<file path="src/rtl/pe_slice_scheduler.sv">
// Bit-slice / chunk sequencer for a 16-lane PE adder tree: walks every
// (activation slice, weight slice) pair per chunk and accumulates shifted PE sums.
module pe_slice_scheduler #(
    parameter int SLICE_BITS = 2,
    parameter int SUM_W      = 8,
    parameter int ACC_W      = 32,
    parameter int CHUNK_W    = 8
) (
    input  logic                clk,
    input  logic                rst,
    input  logic                start,
    input  logic [1:0]          cfg_act_slices,
    input  logic [1:0]          cfg_wgt_slices,
    input  logic [CHUNK_W-1:0]  cfg_chunks,
    output logic                busy,
    output logic                issue_valid,
    output logic [1:0]          act_sel,
    output logic [1:0]          wgt_sel,
    output logic [CHUNK_W-1:0]  chunk_idx,
    input  logic [SUM_W-1:0]    pe_sum,
    output logic                out_valid,
    input  logic                out_ready,
    output logic [ACC_W-1:0]    result
);

    localparam int SHIFT_W = $clog2(SLICE_BITS * 6 + 1);

    typedef enum logic [1:0] {
        ST_IDLE  = 2'd0,
        ST_RUN   = 2'd1,
        ST_DRAIN = 2'd2,
        ST_DONE  = 2'd3
    } state_t;

    state_t               state_q, state_d;
    logic [1:0]           cfg_act_q, cfg_act_d;
    logic [1:0]           cfg_wgt_q, cfg_wgt_d;
    logic [CHUNK_W-1:0]   cfg_chunks_q, cfg_chunks_d;
    logic [1:0]           act_sel_q, act_sel_d;
    logic [1:0]           wgt_sel_q, wgt_sel_d;
    logic [CHUNK_W-1:0]   chunk_idx_q, chunk_idx_d;
    logic                 pipe_v_q, pipe_v_d;
    logic [SHIFT_W-1:0]   shift_q, shift_d;
    logic [ACC_W-1:0]     acc_q, acc_d;
    logic [ACC_W-1:0]     result_q, result_d;
    logic                 busy_q, busy_d;
    logic                 issue_valid_q, issue_valid_d;
    logic                 out_valid_q, out_valid_d;
    logic                 last_issue_s;
    logic signed [ACC_W-1:0] term_s;

    assign last_issue_s = (wgt_sel_q == cfg_wgt_q) && (act_sel_q == cfg_act_q) &&
                          (chunk_idx_q == cfg_chunks_q);

    // State register.
    always_ff @(posedge clk) begin
        if (rst) begin
            state_q <= ST_IDLE;
        end else begin
            state_q <= state_d;
        end
    end

    // Next-state logic.
    always_comb begin
        state_d = state_q;
        case (state_q)
            ST_IDLE: begin
                if (start) state_d = ST_RUN;
                else       state_d = ST_IDLE;
            end
            ST_RUN: begin
                if (last_issue_s) state_d = ST_DRAIN;
                else              state_d = ST_RUN;
            end
            ST_DRAIN: state_d = ST_DONE;
            ST_DONE: begin
                if (out_ready) state_d = ST_IDLE;
                else           state_d = ST_DONE;
            end
            default: state_d = ST_IDLE;
        endcase
    end

    // Output flags, registered from the next state so they line up with it.
    always_comb begin
        busy_d        = (state_d != ST_IDLE);
        issue_valid_d = (state_d == ST_RUN);
        out_valid_d   = (state_d == ST_DONE);
    end

    // Index walk, config capture, issue pipe and accumulation.
    always_comb begin
        cfg_act_d    = cfg_act_q;
        cfg_wgt_d    = cfg_wgt_q;
        cfg_chunks_d = cfg_chunks_q;
        act_sel_d    = act_sel_q;
        wgt_sel_d    = wgt_sel_q;
        chunk_idx_d  = chunk_idx_q;
        result_d     = result_q;
        pipe_v_d     = (state_q == ST_RUN);
        shift_d      = SHIFT_W'(SLICE_BITS) * (SHIFT_W'(act_sel_q) + SHIFT_W'(wgt_sel_q));
        term_s       = ACC_W'($signed(pe_sum)) <<< shift_q;

        // pe_sum belongs to the issue captured in the pipe one cycle earlier.
        if (pipe_v_q) acc_d = acc_q + term_s;
        else          acc_d = acc_q;

        case (state_q)
            ST_IDLE: begin
                if (start) begin
                    cfg_act_d    = cfg_act_slices;
                    cfg_wgt_d    = cfg_wgt_slices;
                    cfg_chunks_d = cfg_chunks;
                    act_sel_d    = 2'd0;
                    wgt_sel_d    = 2'd0;
                    chunk_idx_d  = {CHUNK_W{1'b0}};
                    acc_d        = {ACC_W{1'b0}};
                end else begin
                    acc_d = acc_q;
                end
            end
            ST_RUN: begin
                if (last_issue_s) begin
                    wgt_sel_d = wgt_sel_q;
                end else if (wgt_sel_q != cfg_wgt_q) begin
                    wgt_sel_d = wgt_sel_q + 2'd1;
                end else if (act_sel_q != cfg_act_q) begin
                    wgt_sel_d = 2'd0;
                    act_sel_d = act_sel_q + 2'd1;
                end else begin
                    wgt_sel_d   = 2'd0;
                    act_sel_d   = 2'd0;
                    chunk_idx_d = chunk_idx_q + {{(CHUNK_W-1){1'b0}}, 1'b1};
                end
            end
            ST_DRAIN: result_d = acc_d;
            ST_DONE:  result_d = result_q;
            default:  result_d = result_q;
        endcase
    end

    // Datapath and output registers.
    always_ff @(posedge clk) begin
        if (rst) begin
            cfg_act_q     <= 2'd0;
            cfg_wgt_q     <= 2'd0;
            cfg_chunks_q  <= {CHUNK_W{1'b0}};
            act_sel_q     <= 2'd0;
            wgt_sel_q     <= 2'd0;
            chunk_idx_q   <= {CHUNK_W{1'b0}};
            pipe_v_q      <= 1'b0;
            shift_q       <= {SHIFT_W{1'b0}};
            acc_q         <= {ACC_W{1'b0}};
            result_q      <= {ACC_W{1'b0}};
            busy_q        <= 1'b0;
            issue_valid_q <= 1'b0;
            out_valid_q   <= 1'b0;
        end else begin
            cfg_act_q     <= cfg_act_d;
            cfg_wgt_q     <= cfg_wgt_d;
            cfg_chunks_q  <= cfg_chunks_d;
            act_sel_q     <= act_sel_d;
            wgt_sel_q     <= wgt_sel_d;
            chunk_idx_q   <= chunk_idx_d;
            pipe_v_q      <= pipe_v_d;
            shift_q       <= shift_d;
            acc_q         <= acc_d;
            result_q      <= result_d;
            busy_q        <= busy_d;
            issue_valid_q <= issue_valid_d;
            out_valid_q   <= out_valid_d;
        end
    end

    assign busy        = busy_q;
    assign issue_valid = issue_valid_q;
    assign act_sel     = act_sel_q;
    assign wgt_sel     = wgt_sel_q;
    assign chunk_idx   = chunk_idx_q;
    assign out_valid   = out_valid_q;
    assign result      = result_q;

endmodule

</file>
<file path="config.mk">
export PLATFORM = sky130hd
export DESIGN_NAME = pe_slice_scheduler
export DESIGN_NICKNAME = d
export VERILOG_FILES = /design/src/rtl/pe_slice_scheduler.sv
export SDC_FILE = /design/constraint.sdc
export NUM_CORES = 1
export LEC_CHECK = 0
export ABC_AREA = 1
export BUFFER_PORTS_ARGS = -buffer_cell sky130_fd_sc_hd__buf_2
export CAP_MARGIN = 20
export CORE_MARGIN = 2
export CORE_UTILIZATION = 30
export DETAILED_ROUTE_END_ITERATION = 12
export MAX_ROUTING_LAYER = met4
export SYNTH_ARGS = -nofsm -noshare
export SYNTH_HDL_FRONTEND = slang
export SYNTH_SLANG_ARGS = --single-unit
</file>
<file path="constraint.sdc">
create_clock -name clk -period 6.3 [get_ports clk]
set_clock_uncertainty 0.1 [all_clocks]
set_input_delay 0.315 -clock clk [delete_from_list [all_inputs] [get_ports clk]]
set_output_delay 0.315 -clock clk [all_outputs]
set_load 0.01 [all_outputs]
</file>
* Yosys cells after proc, flatten, opt, wreduce, memory -nomap -nowiden
Index checks and enable logic that the tools add are counted.
** Word-level totals
- Register bits :: 98
- Memory bits (writable) :: 0
- Latch bits :: 0
- Memories kept :: 0
- ROM bits :: 0
- Bits of input ports :: 24
** Operators by class
- $add $sub $neg :: 5
- Equality and inequality tests :: 14
- Mux-type cells :: 20
- Multiply operators :: 0
- Shift-type cells :: 1
- Divide/modulo/power cells :: 0
- Reductions and logical operators :: 9
- Bitwise logic cells :: 0
- Order comparisons :: 0
** Operator list (count)
- two-way mux 32 bit :: 3
- adder 32 bit :: 1
- two-way mux 8 bit :: 4
- <<< shifter 8 x 4 -> 32 bit :: 1
- two-way mux 2 bit :: 8
- one-hot mux 8 bit (2 select lines) :: 1
- adder 8 x 1 -> 8 bit (second input constant) :: 1
- equality test 8 bit :: 1
- inequality test 2 bit (second input constant) :: 4
- one-hot mux 2 bit (2 select lines) :: 2
- one-hot mux 2 bit (4 select lines) :: 1
- equality test 2 bit (second input constant) :: 3
- AND reduction 5 bit :: 1
- adder 2 x 1 -> 2 bit (second input constant) :: 2
- equality test 2 x 1 -> 1 bit (second input constant) :: 2
- equality test 2 bit :: 2
- inequality test 2 bit :: 2
- AND reduction 4 bit :: 1
- nonzero test 2 bit :: 2
- adder 2 x 2 -> 3 bit :: 1
- AND reduction 3 bit :: 1
- logical AND 1 bit :: 2
- zero test 2 bit :: 1
- AND reduction 2 bit :: 1
- two-way mux 1 bit :: 1

* Logic depth before layout (Yosys ltp)
Gate-level depths: netlist of run 1.
- Depth after elaboration :: 6
- Mapped depth :: 21
- Depth with buffers taken out :: 21

* Least setup slack after synthesis of run 1
OpenSTA, ideal clock, no wires.
- Path kind :: register -> register
- Start point :: reg shift_q[1]
- End point :: reg result_q[31], in the netlist result[31]
- Arrival time :: 2.310 ns
- Path slack :: 3.782 ns
- Cell stages (with the launch flop) :: 22
- Buffers on the path :: 1
- Clock period less this slack :: 2.518 ns
- Cell sequence :: dfxtp_1 clkbuf_1 nand2_1 o21ai_0 nor2_1 a31oi_1 nor2_1 ha_1 nand2_2 inv_1 a21oi_1 nand2_2 nand2_1 nand2_2 nand2_1 nand2_1 nand2_1 nand3_2 nand2_1 nand2_1 nand2_1 inv_1
** On the way
- Longest elaborated chain between the ends :: 3
** RTL lines
- start: declaration :: RTL line 43 : logic [SHIFT_W-1:0] shift_q, shift_d;
- start signal: assignment :: RTL line 153 : shift_q <= {SHIFT_W{1'b0}};
- start signal: assignment :: RTL line 167 : shift_q <= shift_d;
- <<< shifter 8 x 4 -> 32 bit :: RTL line 103 : term_s = ACC_W'($signed(pe_sum)) <<< shift_q;
- adder 32 bit :: RTL line 106 : if (pipe_v_q) acc_d = acc_q + term_s;
- two-way mux 32 bit :: RTL line 106
- end signal: assignment :: RTL line 155 : result_q <= {ACC_W{1'b0}};
- end signal: assignment :: RTL line 169 : result_q <= result_d;
- end: declaration :: RTL line 45 : logic [ACC_W-1:0] result_q, result_d;
No other way between the ends.
A chain may end at the register's enable or synchronous reset.

* Worst setup path in the final report of run 1
- Start point :: reg shift_q[3]
- End point :: reg result_q[26], in the netlist result[26]
Same word-level chain as after synthesis.

==> impl_metrics.json, run 1 <==
{
  "maxCapViolCount": 0,
  "grt_pass1_wl_um": 33400,
  "synthArstFlopShare": 0,
  "die_x_um": 158,
  "drcViolationCount": 0,
  "synth_flop_cell": "dfxtp_1",
  "yosysWarningCount": 0,
  "cts_buffer_depth": 2,
  "syn_to_final_growth_pct": 13.2,
  "critPathLaunchType": "flop",
  "first_global_vias": 6431,
  "power_frac_comb": 0.319,
  "ys_seq_area_frac": 0.274,
  "status": "finished, final reports clean",
  "p_clk_frac": 0.309,
  "vias": 7016,
  "postCtsSetupRepairBufs": 0,
  "hold_path_class": "in -> reg",
  "drive_gt1_frac": 0.121,
  "fin_ws_ns": 3.03,
  "h-tree-depth": 3,
  "ant_nets": 0,
  "cts.sinks": 97,
  "synth_cell_type_count": 42,
  "slew-limit-headroom": 0.449,
  "synth_edf_count": 0,
  "gp_congestion": 0.920,
  "hold_buffers": 0,
  "first_iter_violations": 456,
  "clk_pin_slew_worst_paths_ns": 0.07,
  "p_switching_uw": 713,
  "syn-cell-area_um2": 7090,
  "clk_latency_ns": 0.36,
  "irDropWorstVdd_uv": 124,
  "finalCritPeriodShare": 0.520,
  "final_cells": 1553,
  "critical_path.max_stage_delay_ns": 0.64,
  "tightest_slew_ns": 0.826,
  "cp_cell_sequence": "inv_1, nand2_1, o21ai_0, ha_1, nand2_1, nor2_1, nand2_1, nor2_1, nand2_1, nand3_1, nand3_1, nand2_1, nand2_1, nand2_1, inv_1",
  "synth_fp_nets": 1239,
  "seqPwrFrac": 0.372,
  "hold_viol_final": 0,
  "ios": 71,
  "synthCells": 1180,
  "hpwl_um": 16000,
  "cp.arrival_ns": 3.43,
  "crit_fanout": 15,
  "slew_viol_final": 0,
  "clock-root-buffer": "clkbuf_16",
  "p_sw_frac": 0.374,
  "ys_ff_latch": 97,
  "fp.dieH_um": 158,
  "holdWs_ns": 0.119,
  "core_um2": 23300,
  "fmax_mhz": 305,
  "grt_use_total": 0.175,
  "tns_ns": 0,
  "start_util": 0.304,
  "pre_cts_ws_ns": 3.08,
  "numCtsBuffers": 9,
  "rsz0062_at_grt": "no",
  "criticalPathCategory": "reg -> reg",
  "route.met2.wl_um": 9280,
  "num_antenna_cells": 0,
  "final_nets": 1288,
  "cp.required_ns": 6.46,
  "slowest_stage": "dfxtp_1",
  "viasPerCell": 4.52,
  "cts_tree": "built",
  "wire_per_inst_um": 13.3,
  "cellLeakagePower_nw": 4.25,
  "dp_cells": 1537,
  "p_total_mw": 1.91,
  "routed.top_layer": "met4",
  "cts_resized": 0,
  "crit_top_cell": "nand2_1",
  "syn_avg_cell_area_um2": 6.01,
  "cellPowerDensity_nw_per_um2": 238,
  "rows": 56,
  "dr_wl_met3_um": 840,
  "routedLengthMet1_um": 10300,
  "antenna_found_initial": 0,
  "worstSetupEndpointType": "flop",
  "wl_um": 20700,
  "timing.final.crit_period_ns": 3.27,
  "setup_viol": 0,
  "overflow": 0,
  "io_buffers": 70,
  "fp.dieArea_um2": 24900,
  "first_pass_iters": 4,
  "power.internal_mw": 1.20,
  "grt_max_degree": 74
}
[layout by cell type, fill, tap and decap left out, types with 9 or more instances in the layout]
cell type / instances
nor2_1: 153
clkbuf_16: 9
buf_2: 70
nand3_1: 57
a21oi_1: 60
nand2_2: 14
dfxtp_1: 97
xnor2_1: 22
inv_1: 171
ha_1: 33
o21ai_0: 61
xor2_1: 11
or2_2: 16
nand2_1: 381
[area by class of cell]
| type | instances | area [um2] |
|---|---|---|
| clock buffers | 11 | 253 |
| clock inverters | 5 | 61.3 |
| fillers | 2617 | 15300 |
| inverters | 176 | 661 |
| multi-input cells | 871 | 4340 |
| flip-flops and latches | 97 | 1940 |
| well taps | 319 | 399 |
| repair buffers | 74 | 380 |
[flip-flops by register name, indices dropped and copies added, names as in the netlist]
| signal | cells |
|---|---|
| cfg_chunks_q | 8 |
| busy | 1 |
| issue_valid | 1 |
| act_sel | 2 |
| out_valid | 1 |
| shift_q | 3 |
| cfg_act_q | 2 |
| chunk_idx | 8 |
| cfg_wgt_q | 2 |
| wgt_sel | 2 |
| result | 32 |
| pipe_v_q | 1 |
| acc_q | 32 |
| state_q | 2 |
[worst max-delay path, delay by kind of cell, from the launching register on]
family                   cells  cell delay, ns
AND/OR/NAND/NOR             11            1.36
flip-flops                   1            0.64
adder cells (fa/ha/maj)      1            0.47
AO/OA/AOI/OAI                1            0.27
buffers and inverters        2            0.32
[logic make-up after synthesis]
group,Yosys count,share of synthesized area
compound gates,142,0.106
xor+xnor,33,0.0407
fa+ha+maj,35,0.0638
buf+inv,212,0.116
flops,97,0.274
simple gates,661,0.400
[worst paths after layout]
kind	start	end	slack, ns	cells after the start
hold / removal	cfg_chunks[5]	cfg_chunks_q[5]$_SDFFE_PP0P_	0.12	3
setup reg to reg	shift_q[3]$_SDFF_PP0_	result[26]$_SDFFE_PP0N_	3.03	15
hold reg to reg	acc_q[27]$_SDFFE_PP0P_	acc_q[27]$_SDFFE_PP0P_	0.38	2
setup / recovery	shift_q[3]$_SDFF_PP0_	result[26]$_SDFFE_PP0N_	3.03	15
[routing by layer]
layer / vias to the layer above / global-route usage
met2: 135 / 0.271
met3: 21 / 0.0287
met5: - / -
met1: 3117 / 0.238
met4: 0 / 0.0442
li1: 3743 / -
[cell usage after synthesis (4+ instances only)]
library cell	n	share of area
nand2_1	381	0.20
inv_1	171	0.090
nor2_1	153	0.081
dfxtp_1	97	0.27
o21ai_0	61	0.043
a21oi_1	60	0.042
nand3_1	57	0.040
ha_1	33	0.058
clkbuf_1	24	0.013
xnor2_1	22	0.027
or2_2	16	0.014
nand2_2	14	0.012
xor2_1	11	0.014
buf_2	9	0.0063
nand4_1	8	0.0071
nor3_1	7	0.0049
a21o_1	5	0.0053
nand3_2	5	0.0071
o21ai_1	5	0.0035
nor2_2	4	0.0035
[power by group through the flow]
stage	registers, mW	clock network, mW	logic, mW
global route	0.716	0.628	0.691
finish	0.710	0.590	0.609
CTS	0.709	0.605	0.609
floorplan	0.716	0	0.447
global placement	0.723	0	0.604
detailed placement	0.724	0	0.607
[stage by stage]
step                      utilization  area [um2]
after floorplan                     -        7090
after global placement          0.331        7720
after detailed placement        0.331        7720
after CTS                       0.344        8030
after global routing            0.344        8030
final                           0.344        8030
Power figures use the tool's default switching activity.
==> run 2, diff against run 1 <==
clock period = 3.2 ns   (was 6.3 ns; I/O delays follow)
==> impl_metrics.json, run 2 (same netlist as run 1, synthesis figures left out) <==
{
  "layout_commonest_cell": "nand2_1",
  "rows": 56,
  "cellPowerDensity_nw_per_um2": 476,
  "first_global_vias": 6506,
  "critPathCapture": "acc_q[17]$_SDFFE_PP0P_",
  "first_iter_violations": 526,
  "start_util": 0.304,
  "grt_use_total": 0.176,
  "rsz0062_at_grt": "no",
  "drcViolationCount": 0,
  "ff2ff_path_depth": 18,
  "setup_viol": 0,
  "nFillCells": 2597,
  "die_x_um": 158,
  "tns_ns": 0,
  "maxCapViolCount": 0,
  "fp.dieArea_um2": 24900,
  "cts_buffer_depth": 2,
  "hpwl_um": 16300,
  "timing.final.crit_period_ns": 2.91,
  "wl_um": 21100,
  "regArea_um2": 1940,
  "setup.worst_path.start": "shift_q[1]$_SDFF_PP0_",
  "final_area_um2": 8230,
  "dp_cells": 1542,
  "slew_viol_final": 0,
  "antenna_found_initial": 0,
  "viasPerCell": 4.55,
  "postCtsSetupRepairBufs": 0,
  "cellLeakagePower_nw": 4.34,
  "cts.sinks": 97,
  "post-route-util": 0.353,
  "r2r_slack_ns": 0.29,
  "core_um2": 23300,
  "holdWs_ns": 0.154,
  "final_cells": 1570,
  "syn_to_final_growth_pct": 16.0,
  "crit_fanout": 13,
  "criticalPathCategory": "reg -> reg",
  "whs_path_depth": 4,
  "finalCritPeriodShare": 0.910,
  "gp_congestion": 0.956,
  "worstHoldStart": "out_ready",
  "status": "finished, final reports clean",
  "grt_max_degree": 73,
  "clk_pin_slew_worst_paths_ns": 0.07,
  "slew-limit-headroom": 0.436,
  "num_antenna_cells": 0,
  "fp.dieH_um": 158,
  "h-tree-depth": 3,
  "wire_per_inst_um": 13.4,
  "overflow": 0,
  "fmax_mhz": 343,
  "hold_viol_final": 0,
  "regToRegEndpoint": "acc_q[17]$_SDFFE_PP0P_",
  "numCtsBuffers": 9,
  "drive_gt1_frac": 0.124,
  "worstSetupEndpointType": "flop",
  "r2r_start": "shift_q[1]$_SDFF_PP0_",
  "irDropWorstVdd_uv": 244,
  "cp.arrival_ns": 3.09,
  "vias": 7138,
  "io_buffers": 70,
  "layout_common_cells": "nand2_1 (381), inv_1 (171), nor2_1 (153), dfxtp_1 (96), buf_2 (70)",
  "cts_tree": "built",
  "tightest_slew_ns": 0.845,
  "multi_input_area_um2": 4340,
  "clock-root-buffer": "clkbuf_16",
  "ant_nets": 0,
  "critPathLaunchType": "flop",
  "first_pass_iters": 5,
  "post_dp_cell_area_um2": 7750,
  "grt_pass1_wl_um": 33700,
  "clk_latency_ns": 0.36,
  "hold_path_class": "in -> reg",
  "ios": 71,
  "final_nets": 1305,
  "cp.required_ns": 3.38
}
==> run 2: cell count changes in the layout (fill, tap and decap cells not counted), sizes merged <==
cell | previous run | this run
clkbuf | 11 | 10
buf | 74 | 79
clkinv | 5 | 4
bufinv | 1 | 3
dlygate4sd3 | 0 | 12
==> run 2: layer usage <==
metal | share of wire | routed length, um | track usage | vias to the layer above
li1 | - | - | - | 3771
met1 | 0.50 | 10600 | 0.241 | 3173
met2 | 0.43 | 9130 | 0.271 | 167
met3 | 0.049 | 1030 | 0.0252 | 27
met4 | 0.017 | 363 | 0.0489 | 0
met5 | 0 | 0 | - | -
==> run 2: critical path: stages (launching register included) <==
cell	delay, ns
dfxtp_2	0.43
nor2_1	0.08
a21oi_1	0.20
nand2_1	0.07
o21ai_1	0.14
o21ai_0	0.12
ha_1	0.35
nand2_1	0.21
inv_1	0.06
nand2_1	0.06
nand2_1	0.06
nand3b_1	0.29
nand2_1	0.18
nand2_1	0.06
nand2_1	0.05
nand3_1	0.06
nand2_1	0.11
nand2_1	0.06
a21oi_1	0.12
==> run 2: worst min path at each step <==
stage	end
floorplan	cfg_act_q[0]$_SDFFE_PP0P_
global placement	cfg_chunks_q[5]$_SDFFE_PP0P_
detailed placement	cfg_chunks_q[5]$_SDFFE_PP0P_
CTS	out_valid$_SDFF_PP0_
global route	out_valid$_SDFF_PP0_
finish	out_valid$_SDFF_PP0_
==> run 2: timing repair <==
item	CTS	global route
hold buffers	12	0
setup endpoints to repair	0	39
endpoints found under the hold margin	12	0
gates resized for setup	0	5
==> run 2: cell type report <==
type	instances	area share
Sequential cell	97	0.236
Timing Repair Buffer	91	0.0654
Clock inverter	6	0.0137
Inverter	176	0.0803
Clock buffer	10	0.0290
Multi-Input combinational cell	871	0.527
Tap cell	319	0.0485
==> run 2: stage by stage <==
step                power, mW  setup WS [ns]
floorplan                2.29          0.682
global placement         2.62          0.148
detailed placement       2.63          0.157
CTS                      3.94          0.131
global route             4.16        0.00188
finish                   3.91          0.288
==> run 2: power by group <==
part | total [mW] | switching, mW | internal [mW]
Combinational | 1.22 | 0.804 | 0.416
Clock | 1.30 | 0.508 | 0.789
Sequential | 1.40 | 0.0963 | 1.30
Total | 3.91 | 1.41 | 2.51
==> run 3, diff against run 2 <==
CELL_PAD_IN_SITES_DETAIL_PLACEMENT = 1   (was not set)
CELL_PAD_IN_SITES_GLOBAL_PLACEMENT = 1   (was not set)
MAX_ROUTING_LAYER = not set   (was met4)
PLACE_DENSITY_LB_ADDON = 0.1   (was not set)
==> impl_metrics.json, run 3 (same netlist as run 1, synthesis figures left out) <==
{
  "crit_fanout": 8,
  "final_cells": 1581,
  "die_x_um": 158,
  "viasPerCell": 4.54,
  "cp.arrival_ns": 3.08,
  "fmax_mhz": 344,
  "hpwl_um": 19200,
  "maxCapViolCount": 0,
  "grt_use_total": 0.201,
  "first_global_vias": 7255,
  "gp_congestion": 0.836,
  "cts_buffer_depth": 2,
  "numCtsBuffers": 9,
  "postCtsSetupRepairBufs": 0,
  "drcViolationCount": 0,
  "layout_common_cells": "nand2_1 (381), inv_1 (170), nor2_1 (149), dfxtp_1 (95), buf_2 (70)",
  "wire_per_inst_um": 15.4,
  "fp.dieH_um": 158,
  "h-tree-depth": 3,
  "clk_latency_ns": 0.36,
  "critPathLaunchType": "flop",
  "num_antenna_cells": 0,
  "dp_cells": 1552,
  "io_buffers": 70,
  "timing.final.crit_period_ns": 2.91,
  "syn_to_final_growth_pct": 16.7,
  "hold_path_class": "in -> reg",
  "final_nets": 1316,
  "drive_gt1_frac": 0.137,
  "start_util": 0.304,
  "setup_viol": 0,
  "vias": 7178,
  "r2r_slack_ns": 0.29,
  "cellLeakagePower_nw": 4.37,
  "first_pass_iters": 4,
  "status": "finished, final reports clean",
  "worstSetupEndpointType": "flop",
  "tightest_slew_ns": 0.897,
  "layout_commonest_cell": "nand2_1",
  "nFillCells": 3161,
  "slew-limit-headroom": 0.402,
  "core_um2": 23300,
  "antenna_found_initial": 0,
  "finalCritPeriodShare": 0.909,
  "criticalPathCategory": "reg -> reg",
  "cts_tree": "built",
  "fp.dieArea_um2": 24900,
  "first_iter_violations": 265,
  "tns_ns": 0,
  "ios": 71,
  "cp.required_ns": 3.38,
  "overflow": 0,
  "cts.sinks": 97,
  "clock-root-buffer": "clkbuf_16",
  "irDropWorstVdd_uv": 307,
  "grt_pass1_wl_um": 38700,
  "rsz0062_at_grt": "no",
  "wl_um": 24400,
  "slew_viol_final": 0,
  "cellPowerDensity_nw_per_um2": 461,
  "hold_viol_final": 0,
  "grt_max_degree": 73,
  "ant_nets": 0,
  "clk_pin_slew_worst_paths_ns": 0.08,
  "rows": 56
}
## run 3: cell count changes in the layout (fill, tap and decap cells not counted), moves of 2 or more
cell        delta
bufinv_16      -3
o21ai_0        -2
buf_4         +10
nor2_1         -4
clkinv_4       +2
nor2_2         +4
o21ai_1        +2
clkinvlp_4     +2
## run 3: area by class of cell
cell class / instances / area [um2] / share of cell area
multi-input combinational: 871 / 4350 / 0.525
sequential: 97 / 1950 / 0.235
inverter: 176 / 664 / 0.0802
timing repair buffer: 101 / 613 / 0.0740
tap: 319 / 399 / 0.0482
clock buffer: 10 / 239 / 0.0289
clock inverter: 6 / 62.6 / 0.00755
timing repair inverter: 1 / 7.51 / 0.000906
## run 3: report_power, final
group | total, mW | switching [mW] | internal, mW
clock network | 1.14 | 0.566 | 0.570
logic | 1.29 | 0.851 | 0.436
registers | 1.39 | 0.0926 | 1.30
total | 3.82 | 1.51 | 2.31
## run 3: worst paths after layout
| check | startpoint | end | depth (start not counted) |
|---|---|---|---|
| hold reg to reg | acc_q[21]$_SDFFE_PP0P_ | acc_q[21]$_SDFFE_PP0P_ | 2 |
| setup / recovery | shift_q[2]$_SDFF_PP0_ | acc_q[17]$_SDFFE_PP0P_ | 16 |
| hold / removal | out_ready | out_valid$_SDFF_PP0_ | 4 |
| setup reg to reg | shift_q[2]$_SDFF_PP0_ | acc_q[17]$_SDFFE_PP0P_ | 16 |
## run 3: metal layers
layer | share of wire | global-route usage | up-vias
met5 | 0 | 0 | -
met4 | 0.015 | 0.0468 | 0
met3 | 0.019 | 0.0214 | 15
met2 | 0.50 | 0.366 | 63
met1 | 0.47 | 0.254 | 3298
li1 | - | - | 3802
## run 3: stage by stage
stage / hold WS (ns) / util / power [mW] / area, um2 / setup slack, ns
after floorplan: 0.224 / - / 2.29 / 7090 / 0.682
after global placement: 0.314 / 0.336 / 2.70 / 7830 / 0.0221
after detailed placement: 0.318 / 0.336 / 2.71 / 7830 / 0.0782
after CTS: 0.105 / 0.354 / 3.89 / 8250 / 0.0472
after global routing: 0.132 / 0.355 / 4.10 / 8280 / 0.00469
final: 0.116 / 0.355 / 3.82 / 8280 / 0.292
## run 3: what timing repair did
| item | in CTS | in global routing |
|---|---|---|
| hold endpoints to repair | 12 | 0 |
| resized for setup | 0 | 16 |
| hold buffers | 12 | 0 |
| setup endpoints to repair | 0 | 47 |
## run 3: critical path: stages, from the launching register on
cell	delay, ns
dfxtp_2	0.41
clkinvlp_4	0.19
o21ai_0	0.25
o21ai_0	0.13
ha_1	0.37
nand2_1	0.19
inv_1	0.07
nand2_1	0.06
nand2_1	0.08
nand3b_1	0.29
nand2_1	0.18
nand2_1	0.07
nand2_1	0.05
nand3_1	0.09
nand2_1	0.12
nand2_1	0.05
a21oi_1	0.13
